**config.mk**
```make
export PLATFORM = sky130hd
export DESIGN_NAME = mul_scheduler
export DESIGN_NICKNAME = d
export VERILOG_FILES = /design/src/rtl/mul_sched_pkg.sv /design/src/rtl/rr_arbiter.sv /design/src/rtl/mul_scheduler.sv
export SDC_FILE = /design/constraint.sdc
export NUM_CORES = 1
export LEC_CHECK = 0
export ABC_CLOCK_PERIOD_IN_PS = 4500
export BUFFER_PORTS_ARGS = -buffer_cell sky130_fd_sc_hd__buf_4
export CAP_MARGIN = 20
export CELL_PAD_IN_SITES_DETAIL_PLACEMENT = 1
export CELL_PAD_IN_SITES_GLOBAL_PLACEMENT = 1
export CORE_AREA = 3 3 311 313
export DETAILED_ROUTE_END_ITERATION = 10
export DIE_AREA = 0 0 314 316
export GPL_TIMING_DRIVEN = 0
export PLACE_DENSITY_LB_ADDON = 0.1
export SETUP_SLACK_MARGIN = 0.5
export SYNTH_ARGS = -nofsm -noshare
export SYNTH_HDL_FRONTEND = slang
export SYNTH_SLANG_ARGS = --single-unit
```
**constraint.sdc**
```tcl
create_clock -name clk -period 4.5 [get_ports clk]
set_input_delay 0.225 -clock clk [delete_from_list [all_inputs] [get_ports clk]]
set_output_delay 0.225 -clock clk [all_outputs]
set_load 0.005 [all_outputs]
```
**src/rtl/mul_sched_pkg.sv**
```systemverilog
// mul_sched_pkg: shared types and defaults for the multiplier issue scheduler.
//   state_e   - scheduler state (IDLE / BUSY / HOLD)
//   TAG_W_DEF - default ROB/destination tag width
package mul_sched_pkg;
  localparam int TAG_W_DEF = 6;

  typedef enum logic [1:0] {
    IDLE = 2'd0,  // multiplier free
    BUSY = 2'd1,  // op in flight, waiting for mul_valid_out
    HOLD = 2'd2   // product ready, result buffer full, waiting for cdb_grant
  } state_e;
endpackage

```
**src/rtl/rr_arbiter.sv**
```systemverilog
// rr_arbiter: combinational round-robin pick among NUM_REQ requesters.
//   i_req   - request vector
//   i_ptr   - highest-priority index; search runs upward from here with wrap
//   i_en    - grant enable; o_grant stays zero when low
//   o_grant - one-hot grant (zero when nothing requests or i_en=0)
//   o_idx   - index of the first requester found (valid whenever any request)
module rr_arbiter #(
  parameter  int NUM_REQ = 4,
  localparam int PW      = $clog2(NUM_REQ)
) (
  input  logic [NUM_REQ-1:0] i_req,
  input  logic [PW-1:0]      i_ptr,
  input  logic               i_en,
  output logic [NUM_REQ-1:0] o_grant,
  output logic [PW-1:0]      o_idx
);
  logic          w_found;
  logic [PW-1:0] w_cand;

  // NUM_REQ is a power of two, so PW-bit addition wraps for free.
  always_comb begin
    o_grant = '0;
    o_idx   = '0;
    w_found = 1'b0;
    w_cand  = '0;
    for (int k = 0; k < NUM_REQ; k++) begin
      w_cand = i_ptr + PW'(k);
      if (!w_found && i_req[w_cand]) begin
        w_found = 1'b1;
        o_idx   = w_cand;
      end
    end
    if (i_en && w_found) o_grant[o_idx] = 1'b1;
  end
endmodule

```
**src/rtl/mul_scheduler.sv**
```systemverilog
// mul_scheduler: issue scheduler + one-entry result buffer for the shared
// 64-bit iterative multiplier.
//   clk, rst (sync, active low)
//   req_valid/req_a/req_b/req_tag -> requesters; req_ready one-hot grant
//   mul_valid_in/mul_a/mul_b      -> multiplier start and operands
//   mul_valid_out/mul_out         <- multiplier done level and product
//   cdb_req/cdb_tag/cdb_data      -> buffered result; cdb_grant accepts it
//   flush kills in-flight and buffered work; busy = state != IDLE
module mul_scheduler
  import mul_sched_pkg::*;
#(
  parameter int NUM_REQ = 4,
  parameter int TAG_W   = TAG_W_DEF
) (
  input  logic                           clk,
  input  logic                           rst,
  input  logic [NUM_REQ-1:0]             req_valid,
  input  logic [NUM_REQ-1:0][63:0]       req_a,
  input  logic [NUM_REQ-1:0][63:0]       req_b,
  input  logic [NUM_REQ-1:0][TAG_W-1:0]  req_tag,
  output logic [NUM_REQ-1:0]             req_ready,
  output logic                           mul_valid_in,
  output logic [63:0]                    mul_a,
  output logic [63:0]                    mul_b,
  input  logic                           mul_valid_out,
  input  logic [63:0]                    mul_out,
  output logic                           cdb_req,
  output logic [TAG_W-1:0]               cdb_tag,
  output logic [63:0]                    cdb_data,
  input  logic                           cdb_grant,
  input  logic                           flush,
  output logic                           busy
);
  localparam int PW = $clog2(NUM_REQ);

  state_e            r_state, w_state_nxt;
  logic [PW-1:0]     r_ptr, w_idx;
  logic              r_killed;
  logic [TAG_W-1:0]  r_inflight_tag;
  logic              r_cdb_req;
  logic [TAG_W-1:0]  r_cdb_tag;
  logic [63:0]       r_cdb_data;
  logic              w_buf_free, w_done, w_can_issue, w_capture, w_issue;

  rr_arbiter #(.NUM_REQ(NUM_REQ)) u_arb (
    .i_req   (req_valid),
    .i_ptr   (r_ptr),
    .i_en    (w_can_issue),
    .o_grant (req_ready),
    .o_idx   (w_idx)
  );

  assign w_issue      = |req_ready;
  assign mul_valid_in = w_issue;
  assign mul_a        = w_issue ? req_a[w_idx] : '0;
  assign mul_b        = w_issue ? req_b[w_idx] : '0;
  assign cdb_req      = r_cdb_req;
  assign cdb_tag      = r_cdb_tag;
  assign cdb_data     = r_cdb_data;

  always_ff @(posedge clk) begin
    if (!rst) r_state <= IDLE;
    else      r_state <= w_state_nxt;
  end

  always_comb begin
    w_state_nxt = r_state;
    if (flush) begin
      // A product already sitting at the multiplier output has nothing left
      // to wait for, so a flushed op is dropped right away in that case.
      if (r_state == HOLD || w_done) w_state_nxt = IDLE;
    end else begin
      case (r_state)
        IDLE: if (w_issue) w_state_nxt = BUSY;
        BUSY: if (mul_valid_out)
                w_state_nxt = (r_killed || w_buf_free) ? (w_issue ? BUSY : IDLE) : HOLD;
        HOLD: if (cdb_grant) w_state_nxt = w_issue ? BUSY : IDLE;
        default: w_state_nxt = IDLE;
      endcase
    end
  end

  always_comb begin
    w_buf_free  = ~r_cdb_req | cdb_grant;
    w_done      = (r_state == BUSY) & mul_valid_out;
    // rst gating keeps the multiplier quiet while the parent holds reset.
    w_can_issue = rst & ~flush & ((r_state == IDLE) | (w_done & w_buf_free) |
                                  ((r_state == HOLD) & cdb_grant));
    w_capture   = ~flush & ((w_done & ~r_killed & w_buf_free) |
                            ((r_state == HOLD) & cdb_grant));
    busy        = (r_state != IDLE);
  end

  always_ff @(posedge clk) begin
    if (!rst) begin
      r_ptr          <= '0;
      r_killed       <= 1'b0;
      r_inflight_tag <= '0;
      r_cdb_req      <= 1'b0;
      r_cdb_tag      <= '0;
      r_cdb_data     <= '0;
    end else begin
      if (w_issue) begin
        r_ptr          <= w_idx + PW'(1);
        r_inflight_tag <= req_tag[w_idx];
        r_killed       <= 1'b0;
      end else if (flush && r_state == BUSY) begin
        r_killed <= 1'b1;
      end
      // Capture reads the old inflight tag even when a new issue overwrites it.
      if (flush) r_cdb_req <= 1'b0;
      else if (w_capture) begin
        r_cdb_req  <= 1'b1;
        r_cdb_tag  <= r_inflight_tag;
        r_cdb_data <= mul_out;
      end else if (cdb_grant) r_cdb_req <= 1'b0;
    end
  end
endmodule

```
After elaboration in Yosys (flattened, before gate mapping) --
Index checks and enable logic that the tools add are counted.
Storage, ports and cells: word-level logic and storage cells 95, output and inout port bits 205, input bits 609, register bits after elaboration 82
Operators by class: bitwise gates (word level) 16, add/subtract/negate cells 4, reductions and logical operators 19, eq/ne operators 6, order comparisons 6, mux-type cells 37
Operators with widths (number):
- binary-select mux 64 bit (select 2 bit) | 2
- 2-to-1 mux 64 bit | 4
- 2-to-1 mux 2 bit | 10
- less-than comparator 2 x 3 -> 1 bit (second input constant) | 5
- binary-select mux 6 bit (select 2 bit) | 1
- 2-to-1 mux 1 bit | 12
- inequality test 3 bit (second input constant) | 3
- AND 1 bit | 8
- binary-select mux 1 bit (select 2 bit) | 4
- logical AND 1 bit | 6
- 2-to-1 mux 6 bit | 1
- one-hot mux 2 bit (3 select lines) | 1
- OR reduction 5 bit | 1
- adder 2 x 1 -> 2 bit (second input constant) | 2
- adder 2 bit (second input constant) | 2
- 2-to-1 mux 4 bit | 1
- inverter 1 bit | 4
- OR 1 bit | 4
- AND reduction 4 bit | 1
- nonzero test 2 bit | 2
- OR reduction 4 bit | 1
- logical NOT 1 bit | 3
- demux 1 bit (select 2 bit) | 1
- equality test 2 x 1 -> 1 bit (second input constant) | 1
- 7 further kinds | 8

Logic depth before layout (Yosys ltp) --
Gate-level depths: netlist (run 1).
depth after elaboration 23, mapped depth 9, gate-level depth less buffers 6

Cells and area by module --
From an unflattened synthesis (run 1), not the netlist that was laid out.
Second synthesis, totals: cell total of the unflattened synthesis 694, area total of the unflattened synthesis 7641.1 sq um
By module, submodules not included:
- mul_scheduler | cells each 678, area an instance 7505.9 sq um, times used 1, seq. area each 1641.6 sq um
- rr_arbiter | cells each 16, area an instance 135.1 sq um, times used 1, seq. area each 0.0 sq um

Least setup slack after synthesis (run 1) --
OpenSTA, ideal clock, no wires.
path type register to output, start register r_ptr[0], end output mul_b[31], required time 4.275 ns, arrival 1.551 ns, cell stages (with the launch flop) 10, setup slack 2.724 ns, path buffers 4, cell sequence dfxtp_1 > buf_2 > nor2b_1 > o21ai_1 > a21boi_1 > buf_2 > buf_4 > buf_2 > a222oi_1 > a21oi_1
On the way: word-level cells in the longest chain between the ends 19, elaborated cells on any way between the ends 36, classes of those cells add/sub (3); order compare (2); mux (22); reduce/logical (9)
RTL lines:
- start: declaration | line mul_scheduler.sv:37 | logic [PW-1:0] r_ptr, w_idx;
- start signal: assignment | line mul_scheduler.sv:104 | r_ptr <= w_idx + PW'(1);
- branches (longest 18 deep; another with less-than comparator 2 x 3 -> 1 bit)
- 2-to-1 mux 64 bit * | line mul_scheduler.sv:56 | assign mul_b = w_issue ? req_b[w_idx] : '0;
- end: declaration | line mul_scheduler.sv:24 | output logic [63:0] mul_b,
Every way passes the cells marked *. The select of a mux whose other input is x is not followed.

Final worst setup path (run 1) --
start register r_ptr[1], end output mul_b[22]
Same word-level chain as after synthesis.

==> results of run 1 <==
[layout make-up]
type | count | area (um^2) | share of cell area [%]
Buffer | 104 | 525.5 | 3.727
Multi-Input combinational cell | 677 | 3955 | 28.05
Timing Repair Buffer | 812 | 6096 | 43.23
Inverter | 2 | 7.507 | 0.05324
Clock buffer | 9 | 225.2 | 1.597
Antenna cell | 5 | 12.51 | 0.08874
Tap cell | 1265 | 1583 | 11.23
Sequential cell | 82 | 1642 | 11.64
Clock inverter | 7 | 53.80 | 0.3816
[sequential cells by signal, summed over array words and instances, names as in the netlist]
register,count
cdb_data,64
cdb_tag,6
r_inflight_tag,6
r_ptr,2
r_state,2
cdb_req,1
r_killed,1
[through the flow]
step | setup WS [ps] | instances | util [%] | cell area (um^2) | power, mW
finish | 957.0 | 2963 | 14.91 | 14100 | 2.692
global route | 707.3 | 2963 | 14.91 | 14100 | 2.878
CTS | 759.4 | 2958 | 14.89 | 14090 | 2.780
detailed placement | 1164 | 2942 | 14.60 | 13810 | 2.003
global placement | 1080 | 2941 | 14.59 | 13800 | 1.997
floorplan | 2724 | 865 | - | 6130 | 1.182
[power groups by stage]
stage | registers [mW] | logic, mW | clock network [mW]
after floorplan | 0.774 | 0.408 | 0
after global placement | 0.780 | 1.22 | 0
after detailed placement | 0.780 | 1.22 | 0
after CTS | 0.763 | 1.23 | 0.790
after global routing | 0.765 | 1.30 | 0.810
final | 0.762 | 1.19 | 0.742
[routing by layer]
layer	vias up	track usage, %	wire (um)
met5	-	0	26
met4	4	3.727	1533
met1	5079	14.17	25510
met3	60	4.234	5869
met2	551	24.54	36600
li1	4963	-	-
[worst max-delay path: stages, from the launching register on]
cell and delay [ps]:
dfxtp_1 360, buf_4 180, a21oi_2 60, o211a_1 200, buf_2 280, clkbuf_1 340
a222oi_1 1140, a21oi_1 170, buf_4 210
[worst paths after layout]
check	start	endpoint	slack, ps
hold / removal	mul_out[61]	cdb_data[61]	100
hold reg to reg	cdb_data[27]	cdb_data[27]	460
setup reg to reg	r_ptr[0]	r_inflight_tag[5]	1970
setup / recovery	r_ptr[1]	mul_b[22]	960
[layout by cell type (no fill, tap or decap), types with 3 or more instances in the layout]
| master | netlist | routed |
|---|---|---|
| dfxtp_1 | 82 | 82 |
| nor2_1 | 11 | 11 |
| buf_2 | 30 | 30 |
| clkbuf_1 | 59 | 59 |
| buf_6 | 11 | 11 |
| clkbuf_16 | 0 | 9 |
| and2_1 | 4 | 4 |
| diode_2 | 0 | 5 |
| a21oi_1 | 143 | 143 |
| nor3_1 | 3 | 3 |
| a21boi_1 | 71 | 71 |
| o21ai_0 | 11 | 11 |
| nand2b_1 | 4 | 4 |
| nand2_1 | 270 | 270 |
| a222oi_1 | 134 | 134 |
| buf_4 | 4 | 816 |
[cells in the mapped netlist]
| library cell | number |
|---|---|
| a21o_1 | 2 |
| buf_2 | 30 |
| nand2_1 | 270 |
| o21a_1 | 1 |
| and2b_1 | 1 |
| buf_4 | 4 |
| o221ai_1 | 1 |
| and3b_1 | 1 |
| o211a_1 | 1 |
| o21bai_1 | 1 |
| inv_1 | 1 |
| buf_6 | 11 |
| nand2b_1 | 4 |
| nand3b_1 | 2 |
| a21boi_0 | 1 |
| nor2b_1 | 2 |
| o21ai_1 | 2 |
| a21oi_2 | 1 |
| a21boi_1 | 71 |
| clkbuf_1 | 59 |
| and2_1 | 4 |
| a211o_1 | 1 |
| a22oi_1 | 1 |
| nor3_1 | 3 |
| dfxtp_1 | 82 |
| inv_2 | 1 |
| nand3_1 | 2 |
| o221a_1 | 1 |
| a31oi_1 | 1 |
| a222oi_1 | 134 |
| o21ai_0 | 11 |
| nor3b_1 | 2 |
| or2_2 | 1 |
| nor2_1 | 11 |
| or2_1 | 1 |
| a21oi_1 | 143 |
[logic make-up after synthesis]
kind of cell	count (synthesis)	share of synthesized area [%]
buffers and inverters	106	8.695
and+or+nand+nor	304	19.60
AOI/OAI and AO/OA	373	44.93
DFF	82	26.78
==> flow_metrics.py, run 1 <==
metrics = {
    "run_status": {
        "outcome": "complete, no violations",
    },
    "routing": {
        "routed_wl_um": 69540,
        "antenna_left": 0,
        "vias": 10660,
        "wl_per_cell_um": 23.47,
        "vias_per_cell": 3.597,
        "first_pass_iters": 10,
        "drt_iter0_markers": 848,
        "drc_errors": 0,
    },
    "min_path": {
        "hold_depth": 3,
        "hold_path_class": "in -> reg",
    },
    "placement": {
        "io_buffers": 811,
        "dp_hpwl_um": 59260,
        "routabilityCongestion": 0.8002,
    },
    "sta": {
        "period_minus_slack_ps": 3543,
        "maxSlewViolCount": 0,
        "hold_viol": 0,
        "max_freq_mhz": 282.2,
        "setup_viol": 0,
        "fin_crit_sh_pct": 78.73,
        "whs_ps": 98.19,
        "rsz0062_at_grt": "no",
        "setup_tns_ps": 0,
        "worst_pin_slew_ps": 1244,
        "skew_ps": 10.66,
        "relSlewSlack_pct": 17.08,
    },
    "synthesis": {
        "ys_seq_elements": 82,
        "syn_area_um2": 6130,
        "seq_area_frac_synth_pct": 26.78,
        "avgSynthCellArea_um2": 7.086,
        "synth_area_leaders": "dfxtp_1, a222oi_1, nand2_1",
        "synthCells": 865,
        "yosysTopAreaCell": "dfxtp_1",
        "ys_warn_count": 0,
        "syn-num-nets": 1474,
        "synth_cell_types": 36,
        "synth.top_cell.area_share_pct": 26.78,
    },
    "critical_path": {
        "cp_max_fo": 10,
        "arrival_ps": 3320,
        "critPathRequiredTime_ps": 4280,
        "worstRegToRegCells": 9,
        "path_class": "reg -> out",
        "startpoint_type": "register",
        "end_kind": "output port",
    },
    "power": {
        "p_leak_nw": 6.175,
        "power_frac_comb_pct": 44.1,
        "ir_drop_v": 0.0001434,
        "switchingPower_uw": 939.4,
        "powerDensity_nw_per_um2": 190.9,
        "seq_power_share_pct": 28.3,
        "swShare_pct": 34.89,
        "p_int_mw": 1.753,
        "power.share.clock_pct": 27.6,
    },
    "grt": {
        "first_global_vias": 11640,
        "grt_max_degree": 16,
        "grt_pass1_wl_um": 92570,
        "overflow": 0,
        "grt_antenna_before_repair": 11,
        "track_usage_pct": 13.17,
    },
    "floorplan": {
        "fp.dieH_um": 316,
        "dieArea_um2": 99220,
        "chipWidth_um": 314,
        "pin_count": 814,
        "row_count": 113,
        "start_util_pct": 6.480,
        "core_um2": 94590,
    },
    "final_layout": {
        "layout-drive-gt1-share_pct": 51.74,
        "syn_to_final_growth_pct": 130.0,
        "layout.nets": 2297,
        "fillers": 11350,
    },
    "clock_tree": {
        "cts-root-buf": "clkbuf_16",
        "clock_sinks": 82,
        "clkSlewWorstSetupHoldPaths_ps": 80,
        "cts_made_buffers": 9,
        "clock_path_buffers": 2,
        "ctsResizeCount": 0,
        "holdBufCountCts": 0,
        "worstSkewPairLatency_ps": 360,
        "cts_tree": "built",
        "htreeDepth": 3,
        "post-cts-setup-buffers": 0,
    },
    "run": {
        "maxCapViolCount": 0,
    },
}
No activity file was read; power rests on OpenSTA's default activity.
==> run 2: changes to the inputs <==
--- a/config.mk
+++ b/config.mk
@@ -5,14 +5,14 @@
 export SDC_FILE = /design/constraint.sdc
 export NUM_CORES = 1
 export LEC_CHECK = 0
-export ABC_CLOCK_PERIOD_IN_PS = 4500
+export ABC_CLOCK_PERIOD_IN_PS = 2840
 export BUFFER_PORTS_ARGS = -buffer_cell sky130_fd_sc_hd__buf_4
 export CAP_MARGIN = 20
 export CELL_PAD_IN_SITES_DETAIL_PLACEMENT = 1
 export CELL_PAD_IN_SITES_GLOBAL_PLACEMENT = 1
-export CORE_AREA = 3 3 311 313
+export CORE_AREA = 3 3 318 320
 export DETAILED_ROUTE_END_ITERATION = 10
-export DIE_AREA = 0 0 314 316
+export DIE_AREA = 0 0 321 323
 export GPL_TIMING_DRIVEN = 0
 export PLACE_DENSITY_LB_ADDON = 0.1
 export SETUP_SLACK_MARGIN = 0.5
==> constraint.sdc (replaced) <==
create_clock -name clk -period 2.84 [get_ports clk]
set_input_delay 0.142 -clock clk [delete_from_list [all_inputs] [get_ports clk]]
set_output_delay 0.142 -clock clk [all_outputs]
set_load 0.005 [all_outputs]
==> flow_metrics.py, run 2 (synthesized netlist as in run 1, its figures left out) <==
metrics = {
    "floorplan": {
        "row_count": 115,
        "fp.dieH_um": 323,
        "chipWidth_um": 321,
        "dieArea_um2": 103700,
        "core_um2": 98420,
        "start_util_pct": 6.228,
        "pin_count": 814,
    },
    "routing": {
        "met2_length_um": 40470,
        "drt-met1-wl_um": 27330,
        "dr_wl_met3_um": 5890,
        "vias_per_cell": 3.611,
        "drc_errors": 0,
        "routed_wl_um": 74370,
        "first_pass_iters": 9,
        "vias": 11060,
        "routed.top_layer": "met5",
        "antenna_left": 0,
        "wl_per_cell_um": 24.29,
        "drt_iter0_markers": 771,
    },
    "critical_path": {
        "end_kind": "output port",
        "crit_path_top_delay_cell": "a222oi_1",
        "endpoint": "mul_b[23]",
        "cp_max_fo": 8,
        "critPathBufInv": 4,
        "startpoint_type": "register",
        "reg2reg_slack_ps": 650,
        "rr_endpoint": "r_inflight_tag[3]",
        "path_class": "reg -> out",
        "worstRegToRegCells": 8,
        "max_stage_delay_ps": 420,
        "path_cells": "and2b_2 > nor2_2 > o221a_1 > buf_12 > buf_12 > buf_12 > a222oi_1 > a21oi_2 > buf_4",
        "worst-path-stages": 9,
        "critPathRequiredTime_ps": 2700,
        "crit_family": "compound AO/OA/AOI/OAI gates",
        "cp_common_cell": "buf_12",
        "reg2reg_from": "r_ptr[1]",
        "arrival_ps": 2450,
        "worstSetupStartpoint": "r_ptr[1]",
    },
    "placement": {
        "dp_hpwl_um": 62430,
        "io_buffers": 811,
        "post-place-ws_ps": -133.8,
        "routabilityCongestion": 0.8009,
    },
    "final_layout": {
        "mostFrequentLayoutCells": "buf_4, nand2_1, a222oi_1",
        "layout-drive-gt1-share_pct": 56.26,
        "final_common_cell": "buf_4",
        "largest_reg_flops": 64,
        "syn_to_final_growth_pct": 156.5,
        "layout.nets": 2376,
    },
    "grt": {
        "grt_max_degree": 16,
        "grt_antenna_before_repair": 27,
        "overflow": 0,
        "first_global_vias": 12070,
        "grt_pass1_wl_um": 98400,
        "track_usage_pct": 13.42,
    },
    "clock_tree": {
        "clock_sinks": 82,
        "worstSkewPairLatency_ps": 360,
        "clkSlewWorstSetupHoldPaths_ps": 70,
        "cts_tree": "built",
        "cts_made_buffers": 9,
        "cts-root-buf": "clkbuf_16",
        "htreeDepth": 3,
        "clock_path_buffers": 2,
    },
    "sta": {
        "skew_ps": 11.83,
        "rsz0062_at_grt": "yes",
        "worst_pin_slew_ps": 647.1,
        "period_minus_slack_ps": 2597,
        "relSlewSlack_pct": 56.86,
        "fin_ws_ps": 243.5,
        "hold_viol": 0,
        "setup_viol": 0,
        "maxSlewViolCount": 0,
        "fin_crit_sh_pct": 91.43,
        "max_freq_mhz": 385.1,
    },
    "power": {
        "ir_drop_v": 0.0002748,
        "powerDensity_nw_per_um2": 300.4,
        "p_leak_nw": 6.963,
        "total_power_mw": 4.724,
    },
    "min_path": {
        "hold_depth": 3,
        "hold_path_class": "in -> reg",
    },
    "run_status": {
        "outcome": "complete, no violations",
    },
    "run": {
        "maxCapViolCount": 0,
    },
}
run 2: changes by cell type in the layout (fill, tap and decap cells not counted), sizes merged, moves of 2 or more:
cell / before / now
diode: 5 / 3
dlygate4sd3: 0 / 28
clkinv: 3 / 0
buf: 857 / 914
clkbuf: 68 / 63
run 2: routing by layer:
layer | global-route usage [%] | vias to the layer above
met3 | 4.104 | 57
met2 | 26.37 | 533
li1 | - | 5112
met4 | 1.313 | 6
met1 | 14.45 | 5350
met5 | 0 | -
run 2: tightest hold or removal path, stage by stage:
cell and delay [ps]:
buf_4 110, nand2_1 40, a21boi_1 50
run 2: worst min path at each step:
stage                              end  slack [ps]         from
after floorplan            cdb_data[0]         280   mul_out[0]
after CTS                 cdb_data[28]         0.1  mul_out[28]
final                     cdb_data[28]          20  mul_out[28]
after global placement    cdb_data[53]         390  mul_out[53]
after global routing      cdb_data[19]          10  mul_out[19]
after detailed placement  cdb_data[34]         400  mul_out[34]
run 2: area by class of cell:
type                            instances  area, um^2
Buffer                                104        1105
Clock inverter                          6       73.82
Inverter                                2       7.507
Sequential cell                        82        1647
Tap cell                             1287        1610
Clock buffer                           10       229.0
Multi-Input combinational cell        677        4035
Timing Repair Buffer                  891        7010
Antenna cell                            3       7.507
Fill cell                           11820       82690
run 2: what timing repair did:
item | 4_1_cts | 5_1_grt
setup buffers | 26 | 15
pin swaps | 64 | 83
resized for setup | 171 | 77
hold endpoints to repair | 28 | 0
setup endpoints to repair | 155 | 172
hold buffers | 28 | 0
gates cloned | 4 | 7
run 2: through the flow:
stage | hold WS (ps) | TNS [ps] | cells | util (%) | area (um^2)
after floorplan | 276.8 | 0 | 865 | - | 6130
after global placement | 393.2 | -203.9 | 2963 | 14.05 | 13830
after detailed placement | 401.8 | -474.3 | 2963 | 14.05 | 13830
after CTS | 0.1044 | 0 | 3037 | 15.56 | 15310
after global routing | 12.57 | 0 | 3060 | 15.97 | 15720
final | 20.75 | 0 | 3062 | 15.98 | 15730
run 2: power by group:
| part | total (mW) | switching, mW | internal (mW) |
|---|---|---|---|
| combinational | 2.24 | 0.961 | 1.27 |
| clock | 1.28 | 0.586 | 0.696 |
| sequential | 1.21 | 0.0228 | 1.18 |
